[src/rtl/mbtrain_pkg.sv]
// Shared MBTRAIN definitions: FSM state encoding, default sideband message codes and width.
package mbtrain_pkg;

    localparam int MSG_W_DEFAULT = 4;

    localparam logic [MSG_W_DEFAULT-1:0] SELFCAL_REQ = 4'b0001;
    localparam logic [MSG_W_DEFAULT-1:0] SELFCAL_RSP = 4'b0010;

    typedef enum logic [2:0] {
        ST_IDLE     = 3'd0,
        ST_CAL      = 3'd1,
        ST_WAIT_RSP = 3'd2,
        ST_DONE     = 3'd3,
        ST_ERROR    = 3'd4
    } cal_state_e;

endpackage

[src/rtl/sb_valid_ctrl.sv]
// Sideband TX valid register: set by a new request, cleared once the sideband TX
// finishes a message while RX does not own the mux; abort clears unconditionally.
module sb_valid_ctrl (
    input  logic clk,
    input  logic rst_n,
    input  logic set,
    input  logic busy_negedge,
    input  logic valid_rx,
    input  logic abort,
    output logic valid
);

    always_ff @(posedge clk or negedge rst_n) begin
        if (!rst_n) begin
            valid <= 1'b0;
        end else if (abort) begin
            valid <= 1'b0;
        end else if (set) begin
            valid <= 1'b1;
        end else if (busy_negedge && !valid_rx) begin
            valid <= 1'b0;
        end
    end

endmodule

[src/rtl/mbtrain_cal_tx.sv]
// MBTRAIN TX calibration handshake: local cal window, then REQ on sideband and wait for RSP.
// Build option SELFCAL_TIMEOUT_EN adds the response timeout, request retries and ERROR state.
module mbtrain_cal_tx
    import mbtrain_pkg::*;
#(
    parameter int                 MSG_W          = MSG_W_DEFAULT,
    parameter int                 CAL_CYCLES     = 8,
    parameter int                 CNT_W          = 8,
    parameter logic [MSG_W-1:0]   REQ_MSG        = MSG_W'(SELFCAL_REQ),
    parameter logic [MSG_W-1:0]   RSP_MSG        = MSG_W'(SELFCAL_RSP),
    parameter int                 TIMEOUT_CYCLES = 1024,
    parameter int                 TO_W           = 16,
    parameter int                 MAX_RETRY      = 2
) (
    input  logic             clk,
    input  logic             rst_n,
    input  logic             i_en,
    input  logic             i_sideband_valid,
    input  logic [MSG_W-1:0] i_decoded_sideband_message,
    input  logic             i_busy_negedge_detected,
    input  logic             i_valid_rx,
    output logic [MSG_W-1:0] o_sideband_message,
    output logic             o_valid_tx,
    output logic             o_test_ack,
    output logic             o_cal_busy,
    output logic             o_error
);

    cal_state_e       state_q, state_d;
    logic [CNT_W-1:0] cal_cnt_q;
    logic             accept;
    logic             issue_req;

    assign accept = i_sideband_valid && (i_decoded_sideband_message == RSP_MSG);

`ifdef SELFCAL_TIMEOUT_EN
    localparam int RW = (MAX_RETRY < 1) ? 1 : $clog2(MAX_RETRY + 1);

    logic [TO_W-1:0] to_cnt_q;
    logic [RW-1:0]   retry_q;
    logic            expire;

    // A response on the expiry cycle wins, so expiry is masked by accept.
    assign expire = (state_q == ST_WAIT_RSP) && !accept
                    && (to_cnt_q == TO_W'(TIMEOUT_CYCLES - 1));
`endif

    always_comb begin
        state_d   = state_q;
        issue_req = 1'b0;
        case (state_q)
            ST_IDLE: begin
                if (i_en) state_d = ST_CAL;
            end
            ST_CAL: begin
                if (cal_cnt_q == '0) begin
                    state_d   = ST_WAIT_RSP;
                    issue_req = 1'b1;
                end
            end
            ST_WAIT_RSP: begin
                if (accept) begin
                    state_d = ST_DONE;
                end
`ifdef SELFCAL_TIMEOUT_EN
                else if (expire) begin
                    if (retry_q < RW'(MAX_RETRY)) issue_req = 1'b1;
                    else                          state_d   = ST_ERROR;
                end
`endif
            end
            ST_DONE: begin
                state_d = ST_DONE;
            end
`ifdef SELFCAL_TIMEOUT_EN
            ST_ERROR: begin
                state_d = ST_ERROR;
            end
`endif
            default: begin
                state_d = ST_IDLE;
            end
        endcase
        if (!i_en) begin
            state_d   = ST_IDLE;
            issue_req = 1'b0;
        end
    end

    always_ff @(posedge clk or negedge rst_n) begin
        if (!rst_n) begin
            state_q   <= ST_IDLE;
            cal_cnt_q <= '0;
        end else begin
            state_q <= state_d;
            if (state_q == ST_IDLE && state_d == ST_CAL) begin
                cal_cnt_q <= CNT_W'(CAL_CYCLES - 1);
            end else if (state_q == ST_CAL && cal_cnt_q != '0) begin
                cal_cnt_q <= cal_cnt_q - 1'b1;
            end
        end
    end

    always_ff @(posedge clk or negedge rst_n) begin
        if (!rst_n) begin
            o_sideband_message <= '0;
            o_test_ack         <= 1'b0;
            o_cal_busy         <= 1'b0;
        end else begin
            if (state_d == ST_IDLE || state_d == ST_ERROR) begin
                o_sideband_message <= '0;
            end else if (issue_req) begin
                o_sideband_message <= REQ_MSG;
            end else if (state_q == ST_WAIT_RSP && state_d == ST_DONE) begin
                o_sideband_message <= '0;
            end
            o_test_ack <= (state_d == ST_DONE);
            o_cal_busy <= (state_d == ST_CAL);
        end
    end

`ifdef SELFCAL_TIMEOUT_EN
    always_ff @(posedge clk or negedge rst_n) begin
        if (!rst_n) begin
            to_cnt_q <= '0;
            retry_q  <= '0;
            o_error  <= 1'b0;
        end else begin
            if (state_d != ST_WAIT_RSP || issue_req) to_cnt_q <= '0;
            else                                     to_cnt_q <= to_cnt_q + 1'b1;
            if (state_q != ST_WAIT_RSP)       retry_q <= '0;
            else if (issue_req)               retry_q <= retry_q + 1'b1;
            o_error <= (state_d == ST_ERROR);
        end
    end
`else
    logic unused_cfg;
    assign unused_cfg = (TIMEOUT_CYCLES + TO_W + MAX_RETRY) != 0;
    assign o_error    = 1'b0;
`endif

    // ERROR shares the abort path so o_valid_tx drops on entry to ERROR.
    sb_valid_ctrl u_valid_ctrl (
        .clk          (clk),
        .rst_n        (rst_n),
        .set          (issue_req),
        .busy_negedge (i_busy_negedge_detected),
        .valid_rx     (i_valid_rx),
        .abort        (state_d == ST_IDLE || state_d == ST_ERROR),
        .valid        (o_valid_tx)
    );

endmodule

[config.mk]
export PLATFORM = sky130hd
export DESIGN_NAME = mbtrain_cal_tx
export DESIGN_NICKNAME = d
export VERILOG_FILES = /design/src/rtl/mbtrain_pkg.sv /design/src/rtl/sb_valid_ctrl.sv /design/src/rtl/mbtrain_cal_tx.sv
export SDC_FILE = /design/constraint.sdc
export NUM_CORES = 1
export LEC_CHECK = 0
export ABC_AREA = 1
export CORE_UTILIZATION = 56
export CTS_BUF_LIST = sky130_fd_sc_hd__clkbuf_2
export DETAILED_ROUTE_END_ITERATION = 7
export GPL_ROUTABILITY_DRIVEN = 0
export GPL_TIMING_DRIVEN = 1
export PLACE_DENSITY_LB_ADDON = 0.3
export REMOVE_ABC_BUFFERS = 1
export SLEW_MARGIN = 10
export SYNTH_ARGS = -nofsm -noshare
export SYNTH_HDL_FRONTEND = slang
export SYNTH_SLANG_ARGS = --single-unit
[constraint.sdc]
create_clock -name clk -period 3.26 [get_ports clk]
set_input_delay 0.978 -clock clk [delete_from_list [all_inputs] [get_ports clk]]
set_output_delay 0.978 -clock clk [all_outputs]
set_load 0.01 [all_outputs]
==> results.json, run 1 <==
{
  "final_common_cell": "nand2_1",
  "hold_viol": 0,
  "cts.sinks": 15,
  "nets": 145,
  "diodes": 0,
  "coreArea_um2": 1370,
  "mappedNetlistArea_um2": 862,
  "slowest_stage": "clkdlybuf4s50_1",
  "tritoncts": "yes",
  "dr_total_vias": 712,
  "io_pins": 18,
  "min_period_ns": 2.18,
  "hold_path.class": "reg2reg",
  "maxCapViolCount": 0,
  "post_dp_cell_area_um2": 985,
  "finClkSkew_ns": 0.00524,
  "holdCritStartpoint": "cal_cnt_q[0]",
  "hpwl_um": 1210,
  "fin_crit_sh": 0.670,
  "routed_wirelength_um": 1620,
  "clk_latency_ns": 0.30,
  "register_area_um2": 375,
  "utilization": 0.735,
  "leakage_nw": 0.572,
  "crit_chain": "clkdlybuf4s50_1",
  "ys_seq_area_frac": 0.435,
  "cp_max_fo": 2,
  "setup_tns_ns": 0,
  "initial_core_util": 0.631,
  "crit_buf_inv": 1,
  "die_w_um": 41.2,
  "layout-drive-gt1-share": 0.0752,
  "critPathKind": "reg2out",
  "drc": 0,
  "wl_per_cell_um": 10.9,
  "final_max_slew_viol_count": 0,
  "vdd_drop_max_uv": 229,
  "cts-buffers-inserted": 3,
  "design_area_um2": 1000,
  "syn_inst": 117,
  "overflow": 0,
  "critPathTopFamily": "buffers and inverters",
  "gr-usage-all-layers": 0.250,
  "crit_start": "u_valid_ctrl.valid",
  "cp.arrival_ns": 1.21,
  "multi_input_area_um2": 355,
  "postCtsSetupRepairBufs": 0,
  "via_per_inst": 4.81,
  "cts_resized": 0,
  "layout_common_cells": "nand2_1 (29), inv_1 (27), dfrtp_1 (15)",
  "fill_cells": 103,
  "holdBufCountCts": 0,
  "die_h_um": 41.2,
  "setup_ws_ns": 1.08,
  "ys_ff_latch": 15,
  "yosysWarnings": 0,
  "pre_cts_ws_ns": 0.888,
  "critical-path-max-stage-delay_ns": 0.54,
  "power_density_nw_per_um2": 397,
  "slew-limit-headroom": 0.552,
  "syn_to_final_growth_pct": 16.5,
  "syn_area_per_cell_um2": 7.37,
  "synth.distinct_cells": 20,
  "grt_pass1_wl_um": 2570,
  "drtAntennaViolNets": 0,
  "clock_path_buffers": 2,
  "worstSetupEndpointType": "primary output",
  "rsz0062_at_grt": "false",
  "clockRootBuffer": "clkbuf_2",
  "cts_max_level": 1,
  "drt-initial-drc-count": 21,
  "status": "finished clean",
  "cp-start-kind": "flip-flop",
  "antenna_found_initial": 0,
  "r2r_start": "cal_cnt_q[0]",
  "grt_max_degree": 16,
  "drtPass1Iterations": 4,
  "grt_pass1_vias": 660,
  "portBuffers": 13,
  "worst-slew-pin-transition_ns": 0.671,
  "fmax_mhz": 458,
  "required_ns": 2.28,
  "setup_viol": 0,
  "clk_pin_slew_ns": 0.14,
  "std_cell_rows": 13,
  "die-area_um2": 1700
}
[registers in the layout, summed over array words and instances, names as in the netlist]
register / count
o_sideband_message: 1
u_valid_ctrl.valid: 1
o_test_ack: 1
cal_cnt_q: 8
state_q: 3
o_cal_busy: 1
[layer usage]
metal  vias to the layer above  wire (um)  part of all wire  GRT usage
met5                         -          0                 0          0
met4                         0         68             0.042      0.185
met3                         8         96             0.059     0.0761
met2                        30        725              0.45      0.410
met1                       304        726              0.45      0.267
li1                        370          -                 -          -
[synth_stat cells]
cell type  instances  area (um2)
nand2_2            1        6.26
nand4_4            1        21.3
a21o_1             1        7.51
conb_1             1        3.75
inv_2              1        3.75
nand2_1           29         109
o21ai_0            4        20.0
nor3_1             1        5.00
inv_1             27         101
nor2_2             3        18.8
xor2_1             3        26.3
buf_4              4        30.0
nand3_1            9        45.0
dfrtp_1           15         375
buf_6              1        11.3
ha_1               1        12.5
o21ai_1            1        5.00
nor2_1            11        41.3
nand4_1            2        12.5
nor4_1             1        6.26
[through the flow]
stage | hold WS, ns | instances | total power [mW]
finish | 0.570 | 148 | 0.399
global route | 0.596 | 148 | 0.428
CTS | 0.569 | 148 | 0.403
detailed placement | 0.535 | 144 | 0.309
global placement | 0.529 | 144 | 0.305
floorplan | 0.489 | 116 | 0.276
[area by class of cell]
type | count | share of cell area
Sequential cell | 15 | 0.374
Multi-Input combinational cell | 73 | 0.354
Timing Repair Buffer | 13 | 0.130
Inverter | 28 | 0.105
Clock buffer | 4 | 0.0199
Tap cell | 15 | 0.0187
[logic make-up after synthesis]
family | Yosys count | synth area share
buffers and inverters | 33 | 0.170
AOI/OAI and AO/OA | 6 | 0.0377
xor gates and xnor gates | 3 | 0.0305
other | 1 | 0.00435
DFF | 15 | 0.435
adders and majority gates | 1 | 0.0145
and+or+nand+nor | 58 | 0.308
[final timing paths]
check / to / cells past startpoint / slack [ns]
min in group asynchronous: u_valid_ctrl.valid / 1 / 1.07
worst max register to register: cal_cnt_q[7] / 10 / 1.53
worst min register to register: cal_cnt_q[0] / 2 / 0.57
worst min-delay path: cal_cnt_q[0] / 2 / 0.57
max in group asynchronous: o_test_ack / 1 / 1.76
worst max-delay path: o_valid_tx / 1 / 1.08
[report_power, final]
group / internal (mW) / switching (mW) / total [mW]
clock network: 0.0325 / 0.0601 / 0.0926
registers: 0.203 / 0.0158 / 0.219
logic: 0.0356 / 0.0520 / 0.0877
total: 0.271 / 0.128 / 0.399
[worst register-to-register path, cell delays in order (launching register included)]
cell,delay (ns)
dfrtp_1,0.41
inv_1,0.10
ha_1,0.25
nand2_1,0.11
nor2_2,0.06
nor2_2,0.30
nand2_1,0.12
xor2_1,0.16
inv_1,0.05
nand2_1,0.05
inv_1,0.04
Note: power is estimated with default switching activity, not from simulation.
==> run 2, diff against run 1 <==
--- a/config.mk
+++ b/config.mk
@@ -6,7 +6,7 @@
 export NUM_CORES = 1
 export LEC_CHECK = 0
 export ABC_AREA = 1
-export CORE_UTILIZATION = 56
+export CORE_UTILIZATION = 52
 export CTS_BUF_LIST = sky130_fd_sc_hd__clkbuf_2
 export DETAILED_ROUTE_END_ITERATION = 7
 export GPL_ROUTABILITY_DRIVEN = 0
==> constraint.sdc (replaced) <==
create_clock -name clk -period 2.2 [get_ports clk]
set_input_delay 0.66 -clock clk [delete_from_list [all_inputs] [get_ports clk]]
set_output_delay 0.66 -clock clk [all_outputs]
set_load 0.01 [all_outputs]
==> run 2 against run 1 <==
Cell count grew 2.0%. Critical path depth did not move. Clock-buffer cell count stayed put. Cell area grew 1.6%. Worst hold slack lost 0.011 ns. Power rose by 50%. Die area grew 7.3%. Sequential cell count stayed put. Routed wire length fell by 1.1%. Clock power grew 50%. Non-clock buffer count up 2. Critical endpoint is now o_sideband_message[0]. Highest routed layer unchanged.
==> results.json, run 2 (synthesis gave the netlist of run 1 again) <==
{
  "status": "finished clean",
  "io_pins": 18,
  "largest_register_ffs": 8,
  "fmax_mhz": 537,
  "slowest_stage": "clkdlybuf4s50_1",
  "tritoncts": "yes",
  "critPathTopFamily": "buffers and inverters",
  "crit_chain": "clkdlybuf4s50_1",
  "syn_to_final_growth_pct": 18.4,
  "setup_viol": 0,
  "post_dp_cell_area_um2": 1000,
  "grtUsageMet2": 0.321,
  "cts_resized": 0,
  "grt_max_degree": 16,
  "grt_pass1_vias": 710,
  "combPwrFrac": 0.223,
  "grt_use_met1": 0.268,
  "portBuffers": 13,
  "wl_per_cell_um": 10.6,
  "pwr-share-clk": 0.233,
  "hold_path.class": "reg2reg",
  "leakage_nw": 0.581,
  "clk_pin_slew_ns": 0.15,
  "overflow": 0,
  "cts_max_level": 1,
  "initial_core_util": 0.566,
  "die_w_um": 42.7,
  "fin_crit_sh": 0.846,
  "cts.sinks": 15,
  "cts-buffers-inserted": 3,
  "cp_max_fo": 2,
  "clock_path_buffers": 2,
  "cp-start-kind": "flip-flop",
  "design_area_um2": 1020,
  "hpwl_um": 1230,
  "die-area_um2": 1820,
  "vdd_drop_max_uv": 400,
  "postCtsSetupRepairBufs": 0,
  "grt_pass1_wl_um": 2790,
  "final_common_cell": "nand2_1",
  "critical-path-max-stage-delay_ns": 0.53,
  "timing.hold.ws_ns": 0.559,
  "cp.arrival_ns": 1.20,
  "layout-drive-gt1-share": 0.0889,
  "critPathKind": "reg2out",
  "holdBufCountCts": 0,
  "diodes": 0,
  "die_h_um": 42.7,
  "drt-initial-drc-count": 21,
  "pre_cts_ws_ns": 0.215,
  "total_power_mw": 0.597,
  "via_per_inst": 4.99,
  "final_max_slew_viol_count": 0,
  "p_int_mw": 0.403,
  "hold_viol": 0,
  "drtAntennaViolNets": 0,
  "drc": 0,
  "largest_register": "cal_cnt_q",
  "clockRootBuffer": "clkbuf_2",
  "coreArea_um2": 1520,
  "worstSetupEndpointType": "primary output",
  "routed_wirelength_um": 1600,
  "finClkSkew_ns": 0.0112,
  "layout_common_cells": "nand2_1 (29), inv_1 (27), dfrtp_1 (15)",
  "grt-busiest-layer": "met2",
  "required_ns": 1.54,
  "rsz0062_at_grt": "false",
  "maxCapViolCount": 0,
  "dr_total_vias": 754,
  "switching_power_mw": 0.193,
  "switching_share": 0.324,
  "power_density_nw_per_um2": 584,
  "clk_latency_ns": 0.30,
  "drtPass1Iterations": 4,
  "gr-usage-all-layers": 0.206,
  "p_seq_frac": 0.544,
  "crit_buf_inv": 1,
  "setup_tns_ns": 0,
  "antenna_found_initial": 0,
  "std_cell_rows": 14,
  "min_period_ns": 1.86,
  "nets": 147,
  "largestRegisters": "cal_cnt_q x8, state_q x3",
  "reg2reg_slack_ns": 0.41,
  "setup_ws_ns": 0.339,
  "use_met3": 0.0511
}
## run 2: cell types whose count changed in the layout (fill, tap and decap cells not counted)
cell,before,now
buf_4,0,2
## run 2: layout make-up
cell class,count,area [um2]
Multi-Input combinational cell,73,355
Clock buffer,4,20.0
Fill cell,129,503
Tap cell,16,20.0
Inverter,28,105
Sequential cell,15,375
Timing Repair Buffer,15,145
## run 2: metal layers
metal  vias up  part of all wire  wire (um)
li1        377                 -          -
met1       347              0.45        714
met2        25              0.47        759
met3         5             0.056         90
met4         0             0.021         34
met5         -                 0          0
## run 2: final timing paths
path                                       startpoint  cells after the start                     to
worst max-delay path            o_sideband_message[0]                      1  o_sideband_message[0]
worst min-delay path               u_valid_ctrl.valid                      2     u_valid_ctrl.valid
worst max register to register           cal_cnt_q[0]                     10           cal_cnt_q[7]
worst min register to register     u_valid_ctrl.valid                      2     u_valid_ctrl.valid
max in group asynchronous                       rst_n                      2           cal_cnt_q[2]
min in group asynchronous                       rst_n                      2  o_sideband_message[0]
## run 2: power by group through the flow
| stage | combinational, mW | sequential [mW] | clock (mW) |
|---|---|---|---|
| 2_1_floorplan | 0.0860 | 0.324 | 0 |
| 4_1_cts | 0.134 | 0.323 | 0.140 |
| 5_1_grt | 0.156 | 0.327 | 0.151 |
| 3_3_place_gp | 0.128 | 0.327 | 0 |
| 3_5_place_dp | 0.133 | 0.328 | 0 |
| 6_report | 0.133 | 0.324 | 0.139 |
## run 2: tightest hold or removal path, delay by kind of cell (launching register included)
family / cells / cell delay [ns]
compound gates: 2 / 0.14
flops: 1 / 0.40
## run 2: per-stage QoR
stage | utilization | std cells
floorplan | - | 116
global placement | 0.657 | 147
detailed placement | 0.657 | 147
CTS | 0.670 | 151
global route | 0.670 | 151
finish | 0.670 | 151
==> run 3, diff against run 2 <==
--- a/config.mk
+++ b/config.mk
@@ -6,7 +6,7 @@
 export NUM_CORES = 1
 export LEC_CHECK = 0
 export ABC_AREA = 1
-export CORE_UTILIZATION = 52
+export CORE_UTILIZATION = 47
 export CTS_BUF_LIST = sky130_fd_sc_hd__clkbuf_2
 export DETAILED_ROUTE_END_ITERATION = 7
 export GPL_ROUTABILITY_DRIVEN = 0
==> constraint.sdc (replaced) <==
create_clock -name clk -period 1.62 [get_ports clk]
set_input_delay 0.486 -clock clk [delete_from_list [all_inputs] [get_ports clk]]
set_output_delay 0.486 -clock clk [all_outputs]
set_load 0.01 [all_outputs]
==> run 3 against run 2 <==
Utilization shrank 3.2 points. Worst setup slack lost 0.22 ns. Clock skew shrank 0.0043 ns. Largest power group unchanged. Sequential share of layout area shrank 2.7 points.
==> results.json, run 3 (synthesis gave the netlist of run 1 again) <==
{
  "overflow": 0,
  "worstSetupEndpointType": "flip-flop",
  "cts.sinks": 15,
  "cts_max_level": 1,
  "utilization": 0.638,
  "leakage_nw": 0.647,
  "crit_chain": "inv_1 > ha_1 > nand2_1 > o21ai_1 > nand3_1 > nand4_4 > nand3_1",
  "crit_buf_inv": 1,
  "cts-buffers-inserted": 3,
  "setup_ws_ns": 0.121,
  "vdd_drop_max_uv": 605,
  "status": "finished clean",
  "cp_common_cell": "nand3_1",
  "setup_tns_ns": 0,
  "largest_register": "cal_cnt_q",
  "slowest_stage": "dfrtp_1",
  "reg2reg_slack_ns": 0.12,
  "layout_common_cells": "nand2_1 (29), inv_1 (27), dfrtp_1 (15)",
  "largest_register_ffs": 8,
  "cp.arrival_ns": 1.69,
  "clk_latency_ns": 0.29,
  "drt-initial-drc-count": 14,
  "fmax_mhz": 667,
  "gr-usage-all-layers": 0.184,
  "die-area_um2": 2010,
  "fin_crit_sh": 0.925,
  "fin_cells": 170,
  "required_ns": 1.81,
  "grt_pass1_wl_um": 2660,
  "maxCapViolCount": 0,
  "finClkSkew_ns": 0.00693,
  "drc": 0,
  "tritoncts": "yes",
  "min_period_ns": 1.50,
  "grt_pass1_vias": 670,
  "layout-drive-gt1-share": 0.152,
  "antenna_found_initial": 0,
  "routed_wirelength_um": 1540,
  "portBuffers": 13,
  "syn_to_final_growth_pct": 27.9,
  "setup_viol": 0,
  "hold_viol": 0,
  "cp_max_fo": 8,
  "wl_per_cell_um": 9.08,
  "grt_max_degree": 16,
  "hold_path.class": "in2async",
  "drtAntennaViolNets": 0,
  "drtPass1Iterations": 4,
  "critPathTopFamily": "simple AND/OR/NAND/NOR gates",
  "critPathKind": "reg2reg",
  "clock_path_buffers": 2,
  "diodes": 0,
  "clockRootBuffer": "clkbuf_2",
  "initial_core_util": 0.499,
  "power_density_nw_per_um2": 763,
  "dr_total_vias": 739,
  "final_common_cell": "nand2_1",
  "std_cell_rows": 15,
  "numPlacedInstances": 164,
  "via_per_inst": 4.35,
  "largestRegisters": "cal_cnt_q x8, state_q x3",
  "io_pins": 18,
  "pre_cts_ws_ns": -0.159,
  "fill_cells": 171,
  "clk_pin_slew_ns": 0.15,
  "critical-path-max-stage-delay_ns": 0.41,
  "final_max_slew_viol_count": 0,
  "die_h_um": 44.8,
  "cp-start-kind": "flip-flop",
  "nets": 157,
  "hpwl_um": 1240,
  "rsz0062_at_grt": "true",
  "die_w_um": 44.8,
  "coreArea_um2": 1730
}
==> run 3: cell types whose count changed in the layout (fill, tap and decap cells not counted), sizes merged <==
cell,previous run,this run
clkinv,0,1
clkdlybuf4s50,13,9
dlygate4sd2,0,4
buf,2,12
clkbuf,4,3
==> run 3: final cells by class <==
type,instances,area [um2],share of cell area
Multi-Input combinational cell,73,355,0.322
Sequential cell,15,375,0.341
Clock buffer,3,15.0,0.0136
Clock inverter,1,5.00,0.00454
Tap cell,25,31.3,0.0284
Timing Repair Buffer,25,215,0.195
Inverter,28,105,0.0953
==> run 3: path summary, 6_finish.rpt <==
check                                        start                    end  cells past startpoint
min in group clk                u_valid_ctrl.valid     u_valid_ctrl.valid                      2
worst min register to register  u_valid_ctrl.valid     u_valid_ctrl.valid                      2
worst max-delay path                  cal_cnt_q[0]           cal_cnt_q[0]                      7
worst max register to register        cal_cnt_q[0]           cal_cnt_q[0]                      7
worst min-delay path                         rst_n  o_sideband_message[0]                      2
max in group asynchronous                    rst_n           cal_cnt_q[4]                      2
==> run 3: what timing repair did <==
item / CTS / global route
hold buffers: 0 / 0
pin swaps: 0 / 1
buffers inserted: 0 / 2
gates resized for setup: 4 / 0
endpoints found under the setup margin: 4 / 5
hold endpoints to repair: 0 / 0
==> run 3: power breakdown <==
group,total [mW],switching [mW],internal (mW)
clock,0.181,0.125,0.0558
sequential,0.436,0.0280,0.408
combinational,0.224,0.115,0.109
total,0.841,0.268,0.573
==> run 3: metal layers <==
metal	global-route usage	part of all wire	vias to the layer above
li1	-	-	396
met1	0.251	0.47	324
met2	0.291	0.47	15
met3	0.0360	0.045	4
met4	0.0727	0.017	0
met5	0	0	-
==> run 3: stage by stage <==
step	power [mW]	hold WS (ns)	cell area, um2
detailed placement	0.646	0.543	1070
floorplan	0.556	0.190	836
global route	0.891	0.487	1100
CTS	0.822	0.472	1090
finish	0.841	0.472	1100
global placement	0.641	0.530	1070
